==> src/rtl/tea_pkg.sv <==
// Shared definitions for the iterative TEA engine.
//   tea_word_t / tea_block_t / tea_key_t : 32/64/128-bit datapath types
//   TEA_DELTA                            : key-schedule constant
//   TEA_ENC / TEA_DEC                    : mode encoding on the mode input
//   tea_state_t                          : core sequencer states
//   tea_dec_sum()                        : starting sum for decryption
package tea_pkg;

  typedef logic [31:0]  tea_word_t;
  typedef logic [63:0]  tea_block_t;
  typedef logic [127:0] tea_key_t;

  localparam tea_word_t TEA_DELTA = 32'h9E3779B9;

  localparam logic TEA_ENC = 1'b0;
  localparam logic TEA_DEC = 1'b1;

  typedef enum logic [1:0] {
    ST_IDLE,
    ST_RUN,
    ST_DONE
  } tea_state_t;

  // Decryption walks the sum backwards from DELTA*ROUNDS (mod 2^32).
  function automatic tea_word_t tea_dec_sum(input tea_word_t delta,
                                            input int unsigned rounds);
    logic [63:0] prod;
    prod = 64'(delta) * 64'(rounds);
    return prod[31:0];
  endfunction

endpackage

==> src/rtl/tea_iter_core_if.sv <==
// Block/handshake bundle for tea_iter_core.
//   in_valid/in_ready   : input handshake; mode, data_in, key ride with it
//   out_valid/out_ready : output handshake; data_out rides with it
//   busy                : core is in RUN or DONE
// slave modport is the core side, master modport is the controller side.
interface tea_iter_core_if;
  import tea_pkg::*;

  logic       in_valid;
  logic       in_ready;
  logic       mode;
  tea_block_t data_in;
  tea_key_t   key;
  logic       out_valid;
  logic       out_ready;
  tea_block_t data_out;
  logic       busy;

  modport slave (
    input  in_valid, mode, data_in, key, out_ready,
    output in_ready, out_valid, data_out, busy
  );

  modport master (
    output in_valid, mode, data_in, key, out_ready,
    input  in_ready, out_valid, data_out, busy
  );

endinterface

==> src/rtl/tea_round.sv <==
// One combinational TEA round (encrypt or decrypt).
//   v0, v1, sum       : state entering the round
//   key               : {k0, k1, k2, k3}, k0 in the top word
//   mode              : TEA_ENC / TEA_DEC
//   v0_nxt, v1_nxt,
//   sum_nxt           : state leaving the round
module tea_round import tea_pkg::*; #(
  parameter tea_word_t DELTA = TEA_DELTA
) (
  input  tea_word_t v0,
  input  tea_word_t v1,
  input  tea_word_t sum,
  input  tea_key_t  key,
  input  logic      mode,
  output tea_word_t v0_nxt,
  output tea_word_t v1_nxt,
  output tea_word_t sum_nxt
);

  tea_word_t k0, k1, k2, k3;

  assign k0 = key[127:96];
  assign k1 = key[95:64];
  assign k2 = key[63:32];
  assign k3 = key[31:0];

  always_comb begin
    if (mode == TEA_ENC) begin
      sum_nxt = sum + DELTA;
      v0_nxt  = v0 + (((v1 << 4) + k0) ^ (v1 + sum_nxt) ^ ((v1 >> 5) + k1));
      v1_nxt  = v1 + (((v0_nxt << 4) + k2) ^ (v0_nxt + sum_nxt) ^ ((v0_nxt >> 5) + k3));
    end else begin
      // Decrypt undoes the halves in reverse order with the pre-decrement sum.
      v1_nxt  = v1 - (((v0 << 4) + k2) ^ (v0 + sum) ^ ((v0 >> 5) + k3));
      v0_nxt  = v0 - (((v1_nxt << 4) + k0) ^ (v1_nxt + sum) ^ ((v1_nxt >> 5) + k1));
      sum_nxt = sum - DELTA;
    end
  end

endmodule

==> src/rtl/tea_iter_core.sv <==
// Iterative TEA engine: UNROLL rounds per clock, ROUNDS rounds per block.
//   clk  : rising-edge clock
//   rst  : synchronous active-high reset
//   bus  : tea_iter_core_if.slave -- in_valid/in_ready with mode, data_in,
//          key; out_valid/out_ready with data_out; busy in RUN or DONE
// Block, key and mode are captured at accept; data_out holds until taken.
module tea_iter_core import tea_pkg::*; #(
  parameter int unsigned ROUNDS = 32,
  parameter int unsigned UNROLL = 1,
  parameter tea_word_t   DELTA  = TEA_DELTA
) (
  input logic           clk,
  input logic           rst,
  tea_iter_core_if.slave bus
);

  localparam int unsigned CW      = $clog2(ROUNDS) + 1;
  localparam tea_word_t   DEC_SUM = tea_dec_sum(DELTA, ROUNDS);

  tea_state_t     st;
  logic [CW-1:0]  cnt;
  logic [CW-1:0]  cnt_nxt;
  tea_word_t      v0_q, v1_q, sum_q;
  tea_key_t       key_q;
  logic           mode_q;
  tea_block_t     data_out_q;
  logic           out_valid_q;
  logic           in_ready_q;
  logic           busy_q;

  tea_word_t cv0  [UNROLL+1];
  tea_word_t cv1  [UNROLL+1];
  tea_word_t csum [UNROLL+1];

  assign cv0[0]  = v0_q;
  assign cv1[0]  = v1_q;
  assign csum[0] = sum_q;

  for (genvar i = 0; i < UNROLL; i++) begin : g_round
    tea_round #(.DELTA(DELTA)) u_round (
      .v0      (cv0[i]),
      .v1      (cv1[i]),
      .sum     (csum[i]),
      .key     (key_q),
      .mode    (mode_q),
      .v0_nxt  (cv0[i+1]),
      .v1_nxt  (cv1[i+1]),
      .sum_nxt (csum[i+1])
    );
  end

  assign cnt_nxt = cnt + CW'(UNROLL);

  always_ff @(posedge clk) begin
    if (rst) begin
      st          <= ST_IDLE;
      cnt         <= '0;
      v0_q        <= '0;
      v1_q        <= '0;
      sum_q       <= '0;
      key_q       <= '0;
      mode_q      <= TEA_ENC;
      data_out_q  <= '0;
      out_valid_q <= 1'b0;
      in_ready_q  <= 1'b1;
      busy_q      <= 1'b0;
    end else begin
      case (st)
        ST_IDLE: begin
          if (bus.in_valid) begin
            v0_q       <= bus.data_in[63:32];
            v1_q       <= bus.data_in[31:0];
            key_q      <= bus.key;
            mode_q     <= bus.mode;
            sum_q      <= (bus.mode == TEA_DEC) ? DEC_SUM : '0;
            cnt        <= '0;
            in_ready_q <= 1'b0;
            busy_q     <= 1'b1;
            st         <= ST_RUN;
          end
        end
        ST_RUN: begin
          v0_q  <= cv0[UNROLL];
          v1_q  <= cv1[UNROLL];
          sum_q <= csum[UNROLL];
          cnt   <= cnt_nxt;
          if (cnt_nxt == CW'(ROUNDS)) begin
            data_out_q  <= {cv0[UNROLL], cv1[UNROLL]};
            out_valid_q <= 1'b1;
            st          <= ST_DONE;
          end
        end
        ST_DONE: begin
          if (bus.out_ready) begin
            out_valid_q <= 1'b0;
            in_ready_q  <= 1'b1;
            busy_q      <= 1'b0;
            st          <= ST_IDLE;
          end
        end
        default: st <= ST_IDLE;
      endcase
    end
  end

  assign bus.in_ready  = in_ready_q;
  assign bus.out_valid = out_valid_q;
  assign bus.data_out  = data_out_q;
  assign bus.busy      = busy_q;

endmodule

==> src/flat_wrapper.sv <==
// flat-port wrapper written by rule: the top's interface ports become plain ports
module tea_iter_core_flat import tea_pkg::*;
#(
  parameter int unsigned ROUNDS = 32,
  parameter int unsigned UNROLL = 1,
  parameter tea_word_t   DELTA  = TEA_DELTA
)
  (clk, rst, bus_in_valid, bus_mode, bus_data_in, bus_key, bus_out_ready, bus_in_ready, bus_out_valid, bus_data_out, bus_busy);
  tea_iter_core_if bus_i ();
  input logic clk;
  input logic rst;
  input wire logic [$bits(bus_i.in_valid)-1:0] bus_in_valid;
  input wire logic [$bits(bus_i.mode)-1:0] bus_mode;
  input wire logic [$bits(bus_i.data_in)-1:0] bus_data_in;
  input wire logic [$bits(bus_i.key)-1:0] bus_key;
  input wire logic [$bits(bus_i.out_ready)-1:0] bus_out_ready;
  output wire logic [$bits(bus_i.in_ready)-1:0] bus_in_ready;
  output wire logic [$bits(bus_i.out_valid)-1:0] bus_out_valid;
  output wire logic [$bits(bus_i.data_out)-1:0] bus_data_out;
  output wire logic [$bits(bus_i.busy)-1:0] bus_busy;
  assign bus_i.in_valid = bus_in_valid;
  assign bus_i.mode = bus_mode;
  assign bus_i.data_in = bus_data_in;
  assign bus_i.key = bus_key;
  assign bus_i.out_ready = bus_out_ready;
  assign bus_in_ready = bus_i.in_ready;
  assign bus_out_valid = bus_i.out_valid;
  assign bus_data_out = bus_i.data_out;
  assign bus_busy = bus_i.busy;
  tea_iter_core #(.ROUNDS(ROUNDS), .UNROLL(UNROLL), .DELTA(DELTA)) u_core (.clk(clk), .rst(rst), .bus(bus_i));
endmodule
==> config.mk <==
export PLATFORM = sky130hd
export DESIGN_NAME = tea_iter_core_flat
export DESIGN_NICKNAME = d
export VERILOG_FILES = /design/src/rtl/tea_pkg.sv /design/src/rtl/tea_iter_core_if.sv /design/src/rtl/tea_round.sv /design/src/rtl/tea_iter_core.sv /design/src/flat_wrapper.sv
export SDC_FILE = /design/constraint.sdc
export NUM_CORES = 2
export LEC_CHECK = 0
export CAP_MARGIN = 20
export CORE_MARGIN = 3
export CORE_UTILIZATION = 50
export CTS_BUF_LIST = sky130_fd_sc_hd__clkbuf_2
export DETAILED_ROUTE_END_ITERATION = 10
export PLACE_DENSITY_LB_ADDON = 0.05
export SYNTH_ARGS = -nofsm -noshare
export SYNTH_HDL_FRONTEND = slang
export SYNTH_SLANG_ARGS = --single-unit
==> constraint.sdc <==
create_clock -name clk -period 10 [get_ports clk]
set_input_delay 2 -clock clk [delete_from_list [all_inputs] [get_ports clk]]
set_output_delay 2 -clock clk [all_outputs]
set_load 0.03 [all_outputs]
Word level (Yosys, flattened, before mapping)
Index checks and enable logic that the tools add are counted.
- register bits: 300
- input port bits: 197
- output and inout bits: 67
- logic and storage cells: 78
- $add $sub $neg: 19
- equal/unequal tests: 6
- mux-type cells: 24
- bitwise gates (word level): 8
- reductions and logical operators: 10
- operator list (cell ; count):
    adder 32 bit ; 10
    XOR 32 bit ; 8
    two-way mux 32 bit ; 7
    one-hot mux 32 bit (2 select lines) ; 3
    adder 27 x 32 -> 32 bit ; 4
    subtractor 32 bit ; 2
    adder 32 bit, second input constant ; 1
    subtractor 32 bit, second input constant ; 1
    one-hot mux 6 bit (2 select lines) ; 1
    AND reduction 3 bit ; 3
    adder 6 x 1 -> 6 bit, second input constant ; 1
    == test 6 bit, second input constant ; 1
    two-way mux 2 bit ; 3
    two-way mux 6 bit ; 1
    one-hot mux 1 bit (2 select lines) ; 3
    one-hot mux 2 bit (3 select lines) ; 1
    AND reduction 2 bit ; 3
    nonzero test 2 bit ; 3
    two-way mux 1 bit ; 5
    != test 2 bit, second input constant ; 2
    == test 2 x 1 -> 1 bit, second input constant ; 1
    == test 2 bit, second input constant ; 1
    logical NOT 2 bit ; 1
    != test 2 x 1 -> 1 bit, second input constant ; 1

Logic depth before layout (Yosys ltp)
- depth after elaboration: 11
- depth in mapped cells: 47
- depth with buffers taken out: 47

Modules after synthesis
Synthesis repeated with hierarchy kept, for this count alone.
- cell total of the unflattened synthesis: 4599
- area total of the unflattened synthesis: 36327.3 um^2
- modules (own cells, without submodules) (module ; times used ; cells each ; area each (um^2) ; seq. area each (um^2)):
    tea_round ; 1 ; 3318 ; 25070.3 ; 0.0
    tea_iter_core ; 1 ; 1281 ; 11257.0 ; 6005.8

Worst setup path after synthesis
Ideal clock, no wire load.
- path type: reg2reg
- start point: register u_core.sum_q[1]
- end point: register u_core.data_out_q[31], in the netlist u_core.bus.data_out[31]
- setup time: 0.074 ns
- data arrival time: 9.462 ns
- data required time: 9.926 ns
- path slack: 0.463 ns
- stages on the path, launching flop included: 47
- path buffers: 1
- period minus slack after synthesis: 9.537 ns
- path through: dfxtp_1 -> ha_1 -> a2111o_1 -> a211o_1 -> a31oi_1 -> a21boi_1 -> or3_1 -> xnor2_1 -> ha_1 -> clkbuf_1 -> a21oi_1 -> o21ai_0 -> a21o_1 -> a21oi_1 -> nand2_1 -> a21o_1 -> a21o_1 -> a21o_1 -> (+11 left out) -> xnor2_2 -> ha_1 -> xor2_1 -> xnor2_1 -> xnor2_1 -> xnor2_1 -> xnor2_1 -> ha_1 -> a21oi_1 -> nand2_1 -> a21oi_1 -> a31oi_1 -> a211oi_1 -> xnor2_1 -> xnor3_1 -> xor2_1 -> or3_1 -> a31oi_1
- word-level cells in the longest chain between the ends: 10
- elaborated cells between the ends (all ways): 16
- classes of those cells: add/sub: 9; mux: 1; bitwise: 6
- RTL lines (what ; RTL line ; source):
    start: declaration ; tea_iter_core.sv:23 ; tea_word_t v0_q, v1_q, sum_q;
    start signal: assignment ; tea_iter_core.sv:75 ; sum_q <= (bus.mode == TEA_DEC) ? DEC_SUM : '0;
    start signal: assignment ; tea_iter_core.sv:85 ; sum_q <= csum[UNROLL];
    adder 32 bit ; tea_round.sv:29 ; sum_nxt = sum + DELTA;
    adder 32 bit ; tea_round.sv:30 ; v0_nxt = v0 + (((v1 << 4) + k0) ^ (v1 + sum_nxt) ^ ((v1 >> 5) + k1));
    XOR 32 bit (2 in series) ; tea_round.sv:30 ;
    adder 32 bit ; tea_round.sv:30 ;
    adder 32 bit ; tea_round.sv:31 ; v1_nxt = v1 + (((v0_nxt << 4) + k2) ^ (v0_nxt + sum_nxt) ^ ((v0_nxt >> 5) + k3));
    XOR 32 bit (2 in series) ; tea_round.sv:31 ;
    adder 32 bit ; tea_round.sv:31 ;
    two-way mux 32 bit (*) ; tea_round.sv:28 ; if (mode == TEA_ENC) begin
    end signal: assignment ; tea_iter_core.sv:88 ; data_out_q <= {cv0[UNROLL], cv1[UNROLL]};
    end: declaration ; tea_iter_core.sv:26 ; tea_block_t data_out_q;
Mark *: on every way between the ends. The rest lies on a longest branch, timed or not.
A chain may end at the register's enable or synchronous reset.

Worst setup path in the final report
- start point: register u_core.sum_q[0]
- end point: register u_core.data_out_q[63], in the netlist u_core.bus.data_out[63]
- word-level cells in the longest chain between the ends: 9
- elaborated cells between the ends (all ways): 16
- classes of those cells: add/sub: 9; mux: 1; bitwise: 6
- RTL lines (what ; RTL line ; source):
    adder 32 bit ; tea_round.sv:34 ; v1_nxt = v1 - (((v0 << 4) + k2) ^ (v0 + sum) ^ ((v0 >> 5) + k3));
    XOR 32 bit (2 in series) ; tea_round.sv:34 ;
    subtractor 32 bit ; tea_round.sv:34 ;
    adder 32 bit ; tea_round.sv:35 ; v0_nxt = v0 - (((v1_nxt << 4) + k0) ^ (v1_nxt + sum) ^ ((v1_nxt >> 5) + k1));
    XOR 32 bit (2 in series) ; tea_round.sv:35 ;
    subtractor 32 bit ; tea_round.sv:35 ;
    two-way mux 32 bit (*) ; tea_round.sv:28 ;
Marks and branches as above.

==> impl_metrics.yaml <==
outcome:
  status: "finished, final reports clean"
critical_path:
  critPathKind: "reg2reg"
  crit_family: "compound AO/OA/AOI/OAI gates"
  rr_endpoint: "u_core.bus.data_out[63]$_SDFFE_PP0P_"
  critical_path_depth: 49
  crit_top_cell: "a21o_1"
  critPathSlowestCell: "fa_1"
  start_kind: "register"
  max_stage_delay_ns: 0.43
  crit_path_end: "u_core.bus.data_out[63]$_SDFFE_PP0P_"
  r2r_slack_ns: 0.31
  ff2ff_path_depth: 49
  arrival_ns: 10.73
  worstReg2RegStart: "u_core.sum_q[0]$_SDFFE_PP0P_"
  critPathMaxFanout: 4
  critPathBufInv: 4
  crit_required_ns: 11.04
  critPathLaunch: "u_core.sum_q[0]$_SDFFE_PP0P_"
  setup.worst_path.end_class: "register"
synthesis:
  yosysTopAreaCellShare_pct: 16.6
  netlist_top_cells_area: "ha_1 (17%), dfxtp_1 (17%), xnor2_1 (15%), a21oi_1 (8.1%), nand2_1 (5.8%)"
  synth-edff-count: 0
  yosys_warnings: 0
  yosysSeqAreaShare_pct: 16.6
  synthCells: 4761
  syn-num-nets: 5456
  async_flop_share_pct: 0
  ys_seq_elements: 300
  synth_top_flop_cell: "dfxtp_1"
  syn_avg_cell_area_um2: 7.61
  synth_top_area_cell: "ha_1"
  yosysUniqueCellTypes: 79
  syn_area_mm2: 0.0362
timing:
  tns_ns: 0
  tightest_slew_ns: 1.02
  relSlewSlack_pct: 31.3
  clock_skew_ns: 0.137
  slew_violations: 0
  layout_min_cycle_time_ns: 9.69
  setup_viol: 0
  hold_viol_final: 0
  fmax_mhz: 103
  fin_crit_sh_pct: 96.9
layout:
  syn_to_final_growth_pct: 20.1
  final_cell_area_mm2: 0.0435
  fin_util_pct: 60.7
  final_cells: 6315
  nNetsFinal: 5990
  layout-drive-gt1-share_pct: 11.6
routing:
  drt_iter0_drc: 4740
  antenna_left: 0
  post_drt_via_cell_ratio: 6.17
  dr_total_vias: 39000
  post-route-drc-count: 0
  wl_per_cell_um: 24.2
  routed_wl_mm: 153
  drt_pass1_iterations: 7
clock_network:
  clk_pin_slew_worst_paths_ns: 0.09
  cts_root_buf: "clkbuf_2"
  tritoncts: "done"
  hold_buffers: 0
  clockBufferDepth: 3
  cts_buffers: 88
  cts.sinks: 300
  cts_max_level: 3
  worstSkewPairLatency_ns: 1.26
global_route:
  track_usage_pct: 38.7
  grt_pass1_wl_mm: 220
  grtUsageMet1_pct: 57.5
  grt-busiest-layer: "met1"
  grt_pass1_vias: 35700
  gr-usage-met2_pct: 55.1
  grt_overflow: 0
  antenna_found_initial: 5
  grt_max_degree: 141
  gr-usage-met3_pct: 9.91
job:
  maxCapViolCount: 0
die:
  die_h_um: 275
  io_pins: 264
  core.rowCount: 98
  start_util_pct: 50.6
  dieArea_mm2: 0.0757
  core-area_mm2: 0.0716
  die_w_um: 275
placed_design:
  place_area_mm2: 0.0419
  port_buffers: 263
  dpl.cell_count: 6133
  globalplace.congestion: 1.04
  dpl.hpwl_mm: 123
worst_hold_path:
  hp-class: "reg2reg"
  hp-start: "u_core.bus.data_out[38]$_SDFFE_PP0P_"
registers in the layout (all words and copies together) (netlist names), 2 cells and up:
signal,flops
u_core.key_q,128
u_core.st,2
u_core.bus.data_out,64
u_core.v0_q,32
u_core.v1_q,32
u_core.sum_q,32
u_core.cnt,6
metrics by stage:
stage               hold slack, ns  worst slack [ns]
floorplan                    0.448             0.463
global placement             0.442            -0.195
detailed placement           0.447            -0.403
CTS                          0.461          -0.00781
global route                 0.472           -0.0486
finish                       0.457             0.314
tightest hold or removal path, delay by kind of cell, from the launching register on:
kind | cells | cell delay (ns)
compound gates | 1 | 0.05
simple gates | 1 | 0.05
flops | 1 | 0.32
cell usage after synthesis (12+ instances only):
master / instances
a211o_1: 16
a2111oi_0: 14
a21oi_1: 587
o21ai_0: 237
o21bai_1: 53
a22oi_1: 56
mux2i_1: 18
a21o_1: 254
xnor2_1: 603
nand2_1: 563
nor2_1: 348
nor2b_1: 45
a221oi_1: 31
nor3_1: 65
and3_1: 42
nand3_1: 83
o21a_1: 61
or2_2: 13
nand2b_1: 61
buf_1: 24
and2_1: 19
o2111ai_1: 12
o211ai_1: 27
a21boi_0: 15
inv_1: 117
clkbuf_1: 134
nand4_1: 23
a211oi_1: 70
xor2_1: 125
fa_1: 16
a31oi_1: 54
ha_1: 482
o31ai_1: 14
or3_1: 28
dfxtp_1: 300
cell type report:
class | count | area (um^2)
Multi-Input combinational cell | 4184 | 29800
Fill cell | 6837 | 28100
Sequential cell | 300 | 6010
Timing Repair Buffer | 603 | 5240
Tap cell | 950 | 1190
Clock buffer | 116 | 581
Inverter | 118 | 443
Clock inverter | 33 | 203
Antenna cell | 11 | 27.5
cell usage in the layout (no fill, tap or decap), drive strengths merged, types with 65 or more instances in the layout:
cell / instances
a21o: 254
buf: 341
xor2: 125
a211oi: 70
o21ai: 239
inv: 120
clkdlybuf4s50: 262
xnor2: 604
a21oi: 587
nand2: 563
nor3: 65
ha: 482
clkbuf: 116
nor2: 348
dfxtp: 300
nand3: 83
logic make-up after synthesis:
group | count (synthesis) | share of synthesized area (%)
buffers and inverters | 277 | 2.87
adder cells (fa/ha/maj) | 498 | 17.5
AO/OA/AOI/OAI | 1601 | 28.0
flip-flops | 300 | 16.6
multiplexers | 28 | 0.808
AND/OR/NAND/NOR | 1322 | 16.2
XOR/XNOR | 735 | 18.0
routing by layer:
metal / vias up / routed length (um)
li1: 18300 / -
met1: 18400 / 67200
met2: 2068 / 61000
met3: 231 / 20900
met4: 0 / 3560
met5: - / 0
what timing repair did:
action                                  in CTS  in global routing
resized for setup                           24                121
setup buffers                                1                 21
pin swaps                                    3                 40
endpoints found under the setup margin      13                 29
how the worst min path moves through the flow:
stage / slack, ns / cells after the start / end
CTS: 0.46 / 2 / u_core.bus.data_out[38]$_SDFFE_PP0P_
global placement: 0.44 / 2 / u_core.bus.data_out[17]$_SDFFE_PP0P_
floorplan: 0.45 / 2 / u_core.key_q[31]$_SDFFE_PP0P_
detailed placement: 0.45 / 2 / u_core.bus.data_out[16]$_SDFFE_PP0P_
finish: 0.46 / 2 / u_core.bus.data_out[38]$_SDFFE_PP0P_
global route: 0.47 / 2 / u_core.bus.data_out[35]$_SDFFE_PP0P_
Power is not shown: default switching activity piles up to over one toggle a cycle in this logic, so the estimate is an artifact.
